[src/rtl/hazard_pkg.sv]
// Shared types and constants for the pipeline hazard controller.
package hazard_pkg;

    typedef enum logic [1:0] {
        FWD_RF  = 2'b00,
        FWD_WB  = 2'b01,
        FWD_MEM = 2'b10
    } fwd_sel_t;

    typedef enum logic {
        RUN,
        MEM_WAIT
    } memctl_state_t;

    localparam logic [4:0] REG_X0 = 5'd0;

endpackage

[src/rtl/pipeline_hazard_ctrl_fwd_select.sv]
// Operand-forwarding select for one EX-stage source register.
module fwd_select
    import hazard_pkg::*;
(
    input  logic [4:0] rs_e_i,
    input  logic [4:0] rd_m_i,
    input  logic       reg_write_m_i,
    input  logic       is_load_m_i,
    input  logic [4:0] rd_w_i,
    input  logic       reg_write_w_i,
    output logic [1:0] fwd_o
);

    fwd_sel_t sel;

    // A load in MEM has no ALU result to offer, so it falls through to WB.
    always_comb begin
        sel = FWD_RF;
        if (reg_write_m_i && !is_load_m_i && (rd_m_i != REG_X0) && (rd_m_i == rs_e_i)) begin
            sel = FWD_MEM;
        end else if (reg_write_w_i && (rd_w_i != REG_X0) && (rd_w_i == rs_e_i)) begin
            sel = FWD_WB;
        end
    end

    assign fwd_o = sel;

endmodule

[src/rtl/pipeline_hazard_ctrl.sv]
// Stall/flush/forward controller for the 5-stage core, with a memory-wait
// sequencer and a sticky watchdog on long data-memory accesses.
module pipeline_hazard_ctrl
    import hazard_pkg::*;
#(
    parameter int MAX_WAIT = 255
) (
    input  logic       clk,
    input  logic       rst,
    input  logic [4:0] Rs1D,
    input  logic [4:0] Rs2D,
    input  logic [4:0] Rs1E,
    input  logic [4:0] Rs2E,
    input  logic [4:0] RdE,
    input  logic       RegWriteE,
    input  logic       isLoadE,
    input  logic       BranchTakenE,
    input  logic [4:0] RdM,
    input  logic       RegWriteM,
    input  logic       isLoadM,
    input  logic       WDMEM,
    input  logic [4:0] RdW,
    input  logic       RegWriteW,
    input  logic       mem_ready,
    output logic       StallF,
    output logic       StallD,
    output logic       FlushD,
    output logic       FlushE,
    output logic       HoldM,
    output logic       BubbleW,
    output logic [1:0] ForwardAE,
    output logic [1:0] ForwardBE,
    output logic       mem_busy,
    output logic       mem_timeout
);

    localparam int              CNT_W   = $clog2(MAX_WAIT + 1);
    localparam logic [CNT_W-1:0] CNT_MAX = CNT_W'(MAX_WAIT);
    localparam logic [CNT_W-1:0] CNT_ONE = CNT_W'(1);

    memctl_state_t    state_q, state_d;
    logic [CNT_W-1:0] wait_cnt_q, wait_cnt_d;
    logic             mem_timeout_q, mem_timeout_d;

    logic       mem_access;
    logic       mem_stall;
    logic       load_use;
    logic [1:0] fwd_a, fwd_b;

    fwd_select u_fwd_a (
        .rs_e_i        (Rs1E),
        .rd_m_i        (RdM),
        .reg_write_m_i (RegWriteM),
        .is_load_m_i   (isLoadM),
        .rd_w_i        (RdW),
        .reg_write_w_i (RegWriteW),
        .fwd_o         (fwd_a)
    );

    fwd_select u_fwd_b (
        .rs_e_i        (Rs2E),
        .rd_m_i        (RdM),
        .reg_write_m_i (RegWriteM),
        .is_load_m_i   (isLoadM),
        .rd_w_i        (RdW),
        .reg_write_w_i (RegWriteW),
        .fwd_o         (fwd_b)
    );

    assign mem_access = isLoadM | WDMEM;
    assign mem_stall  = (state_q == MEM_WAIT) | (mem_access & ~mem_ready);
    assign load_use   = isLoadE & RegWriteE & (RdE != REG_X0) &
                        ((RdE == Rs1D) | (RdE == Rs2D));

    always_ff @(posedge clk) begin
        if (rst) begin
            state_q       <= RUN;
            wait_cnt_q    <= '0;
            mem_timeout_q <= 1'b0;
        end else begin
            state_q       <= state_d;
            wait_cnt_q    <= wait_cnt_d;
            mem_timeout_q <= mem_timeout_d;
        end
    end

    // wait_cnt holds the number of stall cycles already spent on the current
    // access, so the cycle that enters MEM_WAIT counts as the first.
    always_comb begin
        state_d       = state_q;
        wait_cnt_d    = wait_cnt_q;
        mem_timeout_d = mem_timeout_q;
        if (state_q == RUN) begin
            if (mem_access && !mem_ready) begin
                state_d    = MEM_WAIT;
                wait_cnt_d = CNT_ONE;
            end
        end else begin
            if (mem_ready) begin
                state_d    = RUN;
                wait_cnt_d = '0;
            end else if (wait_cnt_q != CNT_MAX) begin
                wait_cnt_d = wait_cnt_q + CNT_ONE;
            end
        end
        if ((state_d == MEM_WAIT) && (wait_cnt_d == CNT_MAX)) begin
            mem_timeout_d = 1'b1;
        end
    end

    always_comb begin
        StallF    = 1'b0;
        StallD    = 1'b0;
        FlushD    = 1'b0;
        FlushE    = 1'b0;
        HoldM     = 1'b0;
        BubbleW   = 1'b0;
        ForwardAE = fwd_a;
        ForwardBE = fwd_b;
        mem_busy  = (state_q == MEM_WAIT);
        if (rst) begin
            FlushD    = 1'b1;
            FlushE    = 1'b1;
            BubbleW   = 1'b1;
            ForwardAE = FWD_RF;
            ForwardBE = FWD_RF;
            mem_busy  = 1'b0;
        end else if (mem_stall) begin
            StallF  = 1'b1;
            StallD  = 1'b1;
            HoldM   = 1'b1;
            BubbleW = 1'b1;
        end else if (BranchTakenE) begin
            FlushD = 1'b1;
            FlushE = 1'b1;
        end else if (load_use) begin
            StallF = 1'b1;
            StallD = 1'b1;
            FlushE = 1'b1;
        end
    end

    assign mem_timeout = mem_timeout_q;

endmodule

[config.mk]
export PLATFORM = sky130hd
export DESIGN_NAME = pipeline_hazard_ctrl
export DESIGN_NICKNAME = d
export VERILOG_FILES = /design/src/rtl/hazard_pkg.sv /design/src/rtl/pipeline_hazard_ctrl_fwd_select.sv /design/src/rtl/pipeline_hazard_ctrl.sv
export SDC_FILE = /design/constraint.sdc
export NUM_CORES = 1
export LEC_CHECK = 0
export CAP_MARGIN = 5
export CORE_MARGIN = 8
export CORE_UTILIZATION = 30
export CTS_CLUSTER_DIAMETER = 40
export DETAILED_ROUTE_END_ITERATION = 6
export PLACE_DENSITY_LB_ADDON = 0.2
export REMOVE_ABC_BUFFERS = 1
export SLEW_MARGIN = 30
export SYNTH_ARGS = -nofsm -noshare
export SYNTH_HDL_FRONTEND = slang
export SYNTH_SLANG_ARGS = --single-unit
export TNS_END_PERCENT = 10
[constraint.sdc]
create_clock -name clk -period 5.21 [get_ports clk]
set_input_delay 1.042 -clock clk [delete_from_list [all_inputs] [get_ports clk]]
set_output_delay 1.042 -clock clk [all_outputs]
set_load 0.01 [all_outputs]
[Word-level counts from Yosys, hierarchy flattened]
Cells that the tools add are included.
Storage, ports and cells
  latch bits: 0
  bits of input ports: 45
  word-level logic and storage cells: 61
  memories kept: 0
  bits in writable memories: 0
  register bits after elaboration: 10
  bits in read-only memories: 0
Cells by class
  equal/unequal tests: 8
  magnitude comparators: 0
  bitwise operators: 8
  multipliers: 0
  $add $sub $neg: 1
  mux-type cells: 27
  divide/modulo/power cells: 0
  reduce and logical (&&, ||, !) cells: 14
  shift-type cells: 0
Operator list (count)
  $mux 8: 4
  $eq 5x5->1: 6
  $mux 1: 19
  $reduce_bool 5->1: 3
  $logic_and 1x1->1: 9
  $add 8x1->8 const B: 1
  $eq 8x8->1 const B: 1
  $mux 2: 4
  $ne 8x8->1 const B: 1
  $and 1x1->1: 4
  $or 1x1->1: 3
  $logic_not 1->1: 2
  $not 1->1: 1

[Longest topological paths before layout]
Gate-level depths: netlist (run 1).
  depth after elaboration: 7
  depth in mapped cells: 6
  gate-level depth less buffers: 6

[By module]
A second synthesis (run 1) with hierarchy kept.
Unflattened totals
  cell total of the unflattened synthesis: 149
  area total of the unflattened synthesis: 1209.9 um2
By module, submodules not included
  pipeline_hazard_ctrl: seq. area each 200.2 um2, area an instance 887.1 um2, instances 1, cells each 107
  fwd_select: seq. area each 0.0 um2, area an instance 161.4 um2, instances 2, cells each 21

[Least setup slack after synthesis (run 1)]
OpenSTA, ideal clock, no wires.
  path kind: input to output
  start point: in RdM[0]
  end point: out ForwardAE[0]
  path slack: 2047 ps
  stages on the path: 5
  required time: 4168 ps
  arrival time: 2121 ps
  path buffers: 0
  cells stage by stage: or4_1 -> o21ai_0 -> nor4_1 -> nand3_1 -> and4_1
Between the ends
  word-level cells in the longest chain between the ends: 5
  elaborated cells on any way between the ends: 6
  classes of those cells: 1 x eq/ne; 2 x mux; 3 x reduce/logical
RTL lines
  start: declaration: line pipeline_hazard_ctrl.sv:18  | input logic [4:0] RdM,
  $reduce_bool 5->1: line pipeline_hazard_ctrl_fwd_select.sv:19  | if (reg_write_m_i && !is_load_m_i && (rd_m_i != REG_X0) && (rd_m_i == rs_e_i)) begin
  $logic_and 1x1->1: line pipeline_hazard_ctrl_fwd_select.sv:19
  $logic_and 1x1->1 (*): line pipeline_hazard_ctrl_fwd_select.sv:19
  $mux 2 (*): line pipeline_hazard_ctrl_fwd_select.sv:19
  $mux 2 (*): line pipeline_hazard_ctrl.sv:121  | if (rst) begin
  end: declaration: line pipeline_hazard_ctrl.sv:31  | output logic [1:0] ForwardAE,
Every way passes the cells marked *; elsewhere a longest branch is shown, timed or not.

[Final worst setup path (run 1)]
Ends and elaborated chain as after synthesis.

==> results of run 1 <==
[kinds of logic after synthesis]
family | after synthesis | share of synthesized area
buf+inv | 6 | 0.0267
fa+ha+maj | 1 | 0.0121
xor+xnor | 30 | 0.255
compound gates | 26 | 0.178
flops | 10 | 0.194
simple gates | 58 | 0.334
[worst min-delay path by stage]
stage	slack, ns	start	endpoint
3_5_place_dp	0.46	mem_timeout$_SDFFE_PP0P_	mem_timeout$_SDFFE_PP0P_
3_3_place_gp	0.46	mem_timeout$_SDFFE_PP0P_	mem_timeout$_SDFFE_PP0P_
5_1_grt	0.51	mem_timeout$_SDFFE_PP0P_	mem_timeout$_SDFFE_PP0P_
4_1_cts	0.48	mem_timeout$_SDFFE_PP0P_	mem_timeout$_SDFFE_PP0P_
2_1_floorplan	0.49	wait_cnt_q[2]$_SDFF_PP0_	wait_cnt_q[2]$_SDFF_PP0_
6_report	0.47	mem_timeout$_SDFFE_PP0P_	mem_timeout$_SDFFE_PP0P_
[report_power, final]
group          switching, mW  leakage, nW  internal, mW
Sequential           0.00175       0.0811        0.0778
Combinational         0.0357        0.466        0.0550
Clock                 0.0259       0.0138        0.0267
Total                 0.0634        0.561         0.160
[cell usage after synthesis (2+ instances only)]
library cell	instances
a41oi_1	2
nor2_1	5
xor2_1	12
nor4_1	6
a21boi_0	2
nand2_1	7
and2_1	3
o21ai_0	4
and4_1	5
xnor2_1	18
nand2b_1	2
and3_1	4
or4_1	4
o21bai_1	2
a31oi_1	2
a21oi_1	5
clkbuf_1	3
nand4_1	2
nor2b_1	6
nor3_1	3
nand3_1	8
dfxtp_1	10
[state kept, by name, indices dropped and copies added (netlist names)]
signal and flops:
wait_cnt_q 8, state_q 1, mem_timeout 1
[per-layer routing]
layer	share of wire	track usage	wire length, um
met1	0.44	0.144	1580
met2	0.47	0.238	1670
met3	0.081	0.0399	291
met4	0.011	0.0391	41
met5	0	0	0
[stage by stage]
step / instance area [um^2] / utilization / instances
global placement: 1630 / 0.493 / 229
CTS: 1660 / 0.500 / 232
finish: 1660 / 0.500 / 232
detailed placement: 1630 / 0.493 / 229
global route: 1660 / 0.500 / 232
floorplan: 1010 / - / 126
[area by class of cell]
| class | count | area (um^2) |
|---|---|---|
| Clock buffer | 3 | 22.5 |
| Fill cell | 343 | 1660 |
| Inverter | 1 | 3.75 |
| Multi-Input combinational cell | 115 | 803 |
| Sequential cell | 10 | 200 |
| Tap cell | 46 | 57.6 |
| Timing Repair Buffer | 57 | 568 |
[worst register-to-register path: cells and delay by family (launching register included)]
kind	cells	cell delay, ns
AND/OR/NAND/NOR	3	1.18
AO/OA/AOI/OAI	2	0.42
flip-flops	1	0.37
adder cells (fa/ha/maj)	1	0.27
==> run_results.csv, run 1 <==
group,metric,value,unit
status,status,"finished, final reports clean",
cts,hold_buffers,0,
cells_and_area,final_cell_mix,"56 x clkdlybuf4s50_1, 18 x xnor2_1, 12 x xor2_1",
global_route,grtUsageTotal,0.132,
cells_and_area,drive_gt1_frac,0.0269,
worst_setup_path,r2r_start,"wait_cnt_q[0]$_SDFF_PP0_",
worst_setup_path,worstSetupPathType,"in -> out",
drt,vias,1189,
cts,root_buffer,"clkbuf_4",
sta,fin_crit,4.25,ns
floorplan,core_area,3310,um^2
place,dp_slack,0.964,ns
cts,cts.clk_slew.worst_paths,0.06,ns
worst_setup_path,path_max_fanout,3,
drt,drt_pass1_iterations,4,
synth,yosys.area.top_type,"dfxtp_1",
synth,ys_seq_area_frac,0.194,
cts,cts.sinks,10,
synth,syn-cell-area,1030,um^2
cts,cts_buffers,3,
drt,drtIter0Drc,45,
drt,drc,0,
floorplan,die_width,74.6,um
cts,cts_resized,0,
cells_and_area,n_antenna_cell,0,
synth,ys_seq_elements,10,
pwr,p_per_area,135,nW/um^2
worst_setup_path,rrSetupSlack,2.88,ns
cts,post_cts_buffers,0,
worst_setup_path,slowest_delay,0.55,ns
drt,wl_per_cell,15.4,um
synth,netlist_instances,131,
sta,tightest_slew,0.603,ns
drt,detail_route.wirelength,3580,um
place,gp_congestion,0.910,
floorplan,start_util,0.311,
sta,timing.final.ws_setup,0.958,ns
global_route,grt.overflow.total,0,
worst_setup_path,worstPathBufferInverterCount,2,
synth,avgSynthCellArea,7.87,um^2
min_path,hp-class,"reg -> reg",
sta,holdWs,0.469,ns
run,drv_cap,0,
pwr,power.leakage,0.561,nW
worst_setup_path,crit_path_start,"RdM[0]",
cells_and_area,areaGrowthSynthToFinish,60.6,%
sta,finalSetupViolations,0,
worst_setup_path,critical_path_arrival,3.21,ns
worst_setup_path,cp-endpoint,"ForwardAE[0]",
sta,relSlewSlack,0.597,
worst_setup_path,cp_top_family,"buffers and inverters",
floorplan,placement_rows,21,
pwr,power,223,uW
synth,yosys_warnings,0,
worst_setup_path,critPathSlowestCell,"clkdlybuf4s50_1",
global_route,antenna_found_initial,0,
synth,async_reset_ff_frac,0,
floorplan,num_io_pins,57,
sta,period_share,0.816,
min_path,whs_path_depth,2,
synth,synth_top_area_frac,0.194,
sta,setup_tns,0,ns
worst_setup_path,cpMostUsedCell,"clkdlybuf4s50_1",
sta,clock_skew,0.00173,ns
worst_setup_path,crit_path_start_kind,"input pin",
worst_setup_path,endpoint_kind,"output port",
floorplan,die-area,5570,um^2
worst_setup_path,worstRegToRegCells,6,
cells_and_area,layout_commonest_cell,"clkdlybuf4s50_1",
global_route,grt_max_degree,17,
sta,drv_slew,0,
worst_setup_path,required,4.17,ns
drt,ant_nets,0,
cts,clk_path_buf_depth,2,
global_route,grt_pass1_wl,5840,um
floorplan,die_h,74.6,um
synth,synth_ff_type,"dfxtp_1",
cells_and_area,finalNetCount,234,
synth,synth.area.top_cells,"dfxtp_1 19%, xnor2_1 15%, xor2_1 10%",
sta,hold_viol,0,
worst_setup_path,crit_chain,"clkdlybuf4s50_1 > or4_1 > o21ai_0 > nor4_1 > nand3_1 > and4_1 > clkdlybuf4s50_1",
global_route,grt_pass1_vias,1318,
worst_setup_path,reg2reg_to,"mem_timeout$_SDFFE_PP0P_",
sta,fmax,235,MHz
place,portBuffers,56,
cts,htree_num_levels,1,
synth,synthDistinctLibCells,38,
pwr,vdd_ir_drop_max,0.0609,mV
cts,clock_latency,0.26,ns
place,place_hpwl,3050,um
sta,rsz0062_at_grt,"false",
drt,post_drt_via_cell_ratio,5.13,
synth,synth_edf_count,0,
worst_setup_path,cp.depth,7,
cts,cts_tree,"done",
No activity file was read; power rests on OpenSTA's default activity.
==> run 2, diff against run 1 <==
==> constraint.sdc (replaced) <==
create_clock -name clk -period 3.8 [get_ports clk]
set_input_delay 0.76 -clock clk [delete_from_list [all_inputs] [get_ports clk]]
set_output_delay 0.76 -clock clk [all_outputs]
set_load 0.01 [all_outputs]
==> run_results.csv, run 2 (synthesis results as in run 1) <==
group,metric,value,unit
cells_and_area,multiInputGateArea,803,um^2
cts,htree_num_levels,1,
global_route,grtUsageTotal,0.120,
min_path,whs_path_depth,2,
worst_setup_path,rrSetupSlack,1.46,ns
worst_setup_path,endpoint_kind,"output port",
min_path,holdCritStartpoint,"mem_timeout$_SDFFE_PP0P_",
worst_setup_path,crit_path_start_kind,"input pin",
sta,fmax,277,MHz
global_route,grt_pass1_wl,5340,um
cells_and_area,largest_register,"wait_cnt_q",
sta,relSlewSlack,0.599,
floorplan,placement_rows,21,
worst_setup_path,required,3.04,ns
cts,clk_path_buf_depth,2,
sta,period_share,0.951,
place,portBuffers,56,
place,dp.cells,230,
sta,drv_slew,0,
cells_and_area,regArea,200,um^2
worst_setup_path,worstSetupPathType,"in -> out",
cells_and_area,largest_register_ffs,8,
cells_and_area,drive_gt1_frac,0.0372,
sta,setup_tns,0,ns
cts,cts_buffers,3,
sta,tightest_slew,0.600,ns
min_path,hp-class,"reg -> reg",
place,gp_congestion,0.937,
cts,clock_latency,0.26,ns
drt,post_drt_via_cell_ratio,5.13,
drt,drtIter0Drc,73,
cells_and_area,layout_commonest_cell,"clkdlybuf4s50_1",
drt,drt_pass1_iterations,4,
sta,finalSetupViolations,0,
cells_and_area,areaGrowthSynthToFinish,62.6,%
cts,cts.clk_slew.worst_paths,0.07,ns
global_route,grt_max_degree,17,
worst_setup_path,path_max_fanout,3,
floorplan,die_width,74.6,um
floorplan,num_io_pins,57,
worst_setup_path,critical_path_arrival,2.85,ns
pwr,vdd_ir_drop_max,0.0942,mV
sta,fin_crit,3.61,ns
pwr,p_per_area,197,nW/um^2
cells_and_area,n_antenna_cell,0,
min_path,hold_end,"mem_timeout$_SDFFE_PP0P_",
run,drv_cap,0,
floorplan,die-area,5570,um^2
cts,root_buffer,"clkbuf_4",
drt,ant_nets,0,
global_route,antenna_found_initial,0,
cells_and_area,finalNetCount,235,
sta,hold_viol,0,
worst_setup_path,r2r_start,"wait_cnt_q[0]$_SDFF_PP0_",
floorplan,start_util,0.311,
floorplan,core_area,3310,um^2
global_route,grt_pass1_vias,1228,
sta,rsz0062_at_grt,"false",
cells_and_area,final_cell_mix,"56 x clkdlybuf4s50_1, 18 x xnor2_1, 12 x xor2_1",
floorplan,die_h,74.6,um
drt,wl_per_cell,14.7,um
pwr,power.leakage,0.573,nW
cts,hold_buffers,0,
drt,drc,0,
worst_setup_path,worstRegToRegCells,6,
cts,cts.sinks,10,
drt,detail_route.wirelength,3440,um
drt,vias,1201,
cells_and_area,fillers,337,
global_route,grt.overflow.total,0,
cts,cts_tree,"done",
worst_setup_path,reg2reg_to,"mem_timeout$_SDFFE_PP0P_",
place,place_hpwl,2930,um
sta,clock_skew,0.00208,ns
status,status,"finished, final reports clean",
cells_and_area,fin_cells,234,
pwr,power,330,uW
-- run 2: cell types whose count changed in the layout (fill, tap and decap cells not counted) --
cell      previous run  this run
o21ai_1              0         1
buf_4                1         2
clkbuf_8             0         1
o21ai_0              4         3
-- run 2: layer usage --
metal | up-vias | share of wire | global-route usage
li1 | 604 | - | -
met1 | 543 | 0.44 | 0.133
met2 | 48 | 0.46 | 0.205
met3 | 6 | 0.077 | 0.0373
met4 | 0 | 0.024 | 0.0543
met5 | - | 0 | 0
-- run 2: worst max-delay path: stages --
cell and delay (ns):
clkdlybuf4s50_1 0.48, or4_1 0.54, o21ai_1 0.17, nor4_1 0.09, nand3_1 0.10, and4_1 0.18
clkdlybuf4s50_1 0.55
-- run 2: area by class of cell --
type                            count  share of cell area
Inverter                            1             0.00224
Tap cell                           46              0.0343
Sequential cell                    10               0.119
Timing Repair Buffer               58               0.343
Multi-Input combinational cell    115               0.479
Clock buffer                        4              0.0216
-- run 2: repair_timing --
action,4_1_cts,5_1_grt
buffers inserted,0,0
resized for setup,0,1
endpoints found under the setup margin,0,1
-- run 2: worst max-delay path by stage --
stage	startpoint	to	slack [ns]	depth (start not counted)
5_1_grt	RdM[0]	ForwardAE[0]	0.08	7
3_3_place_gp	RdM[0]	ForwardAE[0]	0.14	7
3_5_place_dp	RdM[0]	ForwardAE[0]	0.11	7
6_report	RdM[0]	ForwardAE[0]	0.19	7
2_1_floorplan	RdM[0]	ForwardAE[0]	1.20	5
4_1_cts	RdM[0]	ForwardAE[0]	0.11	7
-- run 2: power breakdown --
group / switching (mW) / total, mW / leakage, nW / internal, mW
Clock: 0.0382 / 0.0963 / 0.0210 / 0.0581
Combinational: 0.0482 / 0.124 / 0.471 / 0.0761
Sequential: 0.00242 / 0.109 / 0.0811 / 0.107
-- run 2: stage by stage --
| step | setup slack [ns] | cell area, um^2 | hold slack [ns] | utilization |
|---|---|---|---|---|
| detailed placement | 0.113 | 1640 | 0.459 | 0.495 |
| floorplan | 1.20 | 1010 | 0.493 | - |
| global route | 0.0763 | 1680 | 0.507 | 0.506 |
| finish | 0.186 | 1680 | 0.476 | 0.506 |
| global placement | 0.144 | 1640 | 0.456 | 0.495 |
| CTS | 0.114 | 1680 | 0.478 | 0.506 |
==> run 3, diff against run 2 <==
--- a/config.mk
+++ b/config.mk
@@ -5,6 +5,7 @@
 export SDC_FILE = /design/constraint.sdc
 export NUM_CORES = 1
 export LEC_CHECK = 0
+export ABC_AREA = 1
 export CAP_MARGIN = 5
 export CORE_MARGIN = 8
 export CORE_UTILIZATION = 30
==> run_results.csv, run 3 <==
group,metric,value,unit
status,status,"finished, final reports clean",
synth,yosys_warnings,0,
cts,cts.sinks,10,
worst_setup_path,r2r_start,"wait_cnt_q[1]$_SDFF_PP0_",
drt,detail_route.wirelength,3530,um
sta,finalSetupViolations,0,
synth,synth.area.top_cells,"dfxtp_1 17%, nand2_1 14%, xor2_1 10%",
drt,wl_per_cell,12.2,um
worst_setup_path,worstRegToRegCells,11,
floorplan,die_width,78.4,um
cells_and_area,fillers,398,
worst_setup_path,rrSetupSlack,2.18,ns
global_route,grt.overflow.total,0,
cells_and_area,final_cell_mix,"56 x clkdlybuf4s50_1, 43 x nand2_1, 18 x nor2_1",
cts,post_cts_buffers,0,
cts,cts_buffers,3,
pwr,power.leakage,0.748,nW
worst_setup_path,worstSetupPathType,"in -> out",
floorplan,die-area,6150,um^2
sta,fin_crit,3.50,ns
synth,synthDistinctLibCells,33,
synth,yosys.area.top_type,"dfxtp_1",
drt,post_drt_via_cell_ratio,4.49,
synth,yosysMostFrequentCell,"nand2_1",
global_route,grt_pass1_wl,5990,um
cts,root_buffer,"clkbuf_8",
drt,vias,1302,
worst_setup_path,endpoint_kind,"output port",
cts,cts.clk_slew.worst_paths,0.05,ns
global_route,antenna_found_initial,0,
pwr,power,385,uW
sta,tightest_slew,0.477,ns
cells_and_area,drive_gt1_frac,0.107,
drt,drt_pass1_iterations,4,
synth,ys_seq_elements,10,
synth,synth_edf_count,0,
cells_and_area,largest_register,"wait_cnt_q",
cts,cts_tree,"done",
worst_setup_path,critical_path_arrival,2.74,ns
worst_setup_path,reg2reg_to,"mem_timeout$_SDFFE_PP0P_",
drt,ant_nets,0,
sta,hold_viol,0,
drt,drtIter0Drc,38,
sta,setup_tns,0,ns
synth,avgSynthCellArea,6.39,um^2
worst_setup_path,path_max_fanout,3,
cts,htree_num_levels,1,
place,portBuffers,56,
worst_setup_path,required,3.04,ns
sta,clock_skew,0.00365,ns
cells_and_area,fin_cells,290,
cells_and_area,largest_register_ffs,8,
drt,drc,0,
synth,synth_top_area_frac,0.171,
floorplan,die_h,78.4,um
synth,syn-cell-area,1170,um^2
floorplan,start_util,0.314,
cts,hold_buffers,0,
global_route,grtUsageTotal,0.119,
place,place_hpwl,2980,um
cells_and_area,layout_commonest_cell,"clkdlybuf4s50_1",
floorplan,core_area,3720,um^2
place,dp.cells,286,
worst_setup_path,crit_path_start_kind,"input pin",
pwr,vdd_ir_drop_max,0.0836,mV
cells_and_area,n_antenna_cell,0,
synth,synthTopCellsByCount,"43 x nand2_1, 18 x nor2_1, 16 x inv_1",
floorplan,num_io_pins,57,
sta,rsz0062_at_grt,"false",
global_route,grt_max_degree,11,
cts,clk_path_buf_depth,2,
min_path,hp-class,"reg -> reg",
cts,clock_latency,0.25,ns
synth,ys_seq_area_frac,0.171,
global_route,grt_pass1_vias,1297,
floorplan,placement_rows,22,
pwr,p_per_area,209,nW/um^2
run,drv_cap,0,
place,gp_congestion,0.811,
sta,period_share,0.920,
worst_setup_path,crit_path_start,"RdM[3]",
cells_and_area,finalNetCount,289,
cells_and_area,areaGrowthSynthToFinish,57.8,%
sta,fmax,286,MHz
sta,relSlewSlack,0.678,
cts,cts_resized,0,
worst_setup_path,cp-endpoint,"ForwardBE[1]",
synth,synth_ff_type,"dfxtp_1",
synth,netlist_instances,183,
sta,drv_slew,0,
synth,async_reset_ff_frac,0,
-- run 3: cell types whose count changed in the layout (fill, tap and decap cells not counted), sizes merged, moves of 4 or more --
cell and change:
inv +19, and3 -4, and4 -5, nor2 +17, xnor2 -5, nor2b -6, a21oi +8, nand3 +6
nand2 +41, or4 -4
-- run 3: kinds of logic after synthesis --
family                     share of synthesized area
AOI/OAI and AO/OA                              0.104
DFF                                            0.171
xor gates and xnor gates                       0.202
adders and majority gates                     0.0107
and+or+nand+nor                                0.424
buffers and inverters                         0.0878
-- run 3: power by group --
part           internal (mW)  switching, mW  total, mW
Sequential             0.107        0.00250      0.110
Clock                 0.0917         0.0497      0.141
Combinational         0.0773         0.0565      0.134
-- run 3: worst max-delay path: stages --
cell,delay [ns]
clkdlybuf4s50_1,0.47
xor2_1,0.18
or2_0,0.21
nor4_1,0.37
and2_1,0.20
clkdlybuf4s50_1,0.54
-- run 3: area by class of cell --
type                       count  area [um^2]  area share
clock buffer                   4         55.1      0.0299
multi-input combinational    148          866       0.469
timing repair buffer          58          576       0.312
tap                           48         60.1      0.0326
inverter                      22         87.6      0.0475
sequential                    10          200       0.109
-- run 3: worst min-delay path by stage --
stage	startpoint	endpoint	slack [ns]	cells past startpoint
floorplan	mem_timeout$_SDFFE_PP0P_	mem_timeout$_SDFFE_PP0P_	0.48	2
global placement	mem_timeout$_SDFFE_PP0P_	mem_timeout$_SDFFE_PP0P_	0.45	2
detailed placement	mem_timeout$_SDFFE_PP0P_	mem_timeout$_SDFFE_PP0P_	0.45	2
CTS	mem_timeout$_SDFFE_PP0P_	mem_timeout$_SDFFE_PP0P_	0.47	2
global route	mem_timeout$_SDFFE_PP0P_	mem_timeout$_SDFFE_PP0P_	0.50	2
finish	mem_timeout$_SDFFE_PP0P_	mem_timeout$_SDFFE_PP0P_	0.46	2
-- run 3: per-stage QoR --
stage	area [um^2]	setup WS, ns	util	hold slack (ns)
global route	1840	0.200	0.496	0.502
finish	1840	0.305	0.496	0.462
CTS	1840	0.313	0.496	0.471
floorplan	1150	1.42	-	0.478
detailed placement	1790	0.320	0.481	0.454
global placement	1790	0.340	0.481	0.454
-- run 3: routing by layer --
metal / share of wire / track usage
met5: 0 / 0
met4: 0.013 / 0.0389
met3: 0.076 / 0.0410
met2: 0.47 / 0.200
met1: 0.44 / 0.138
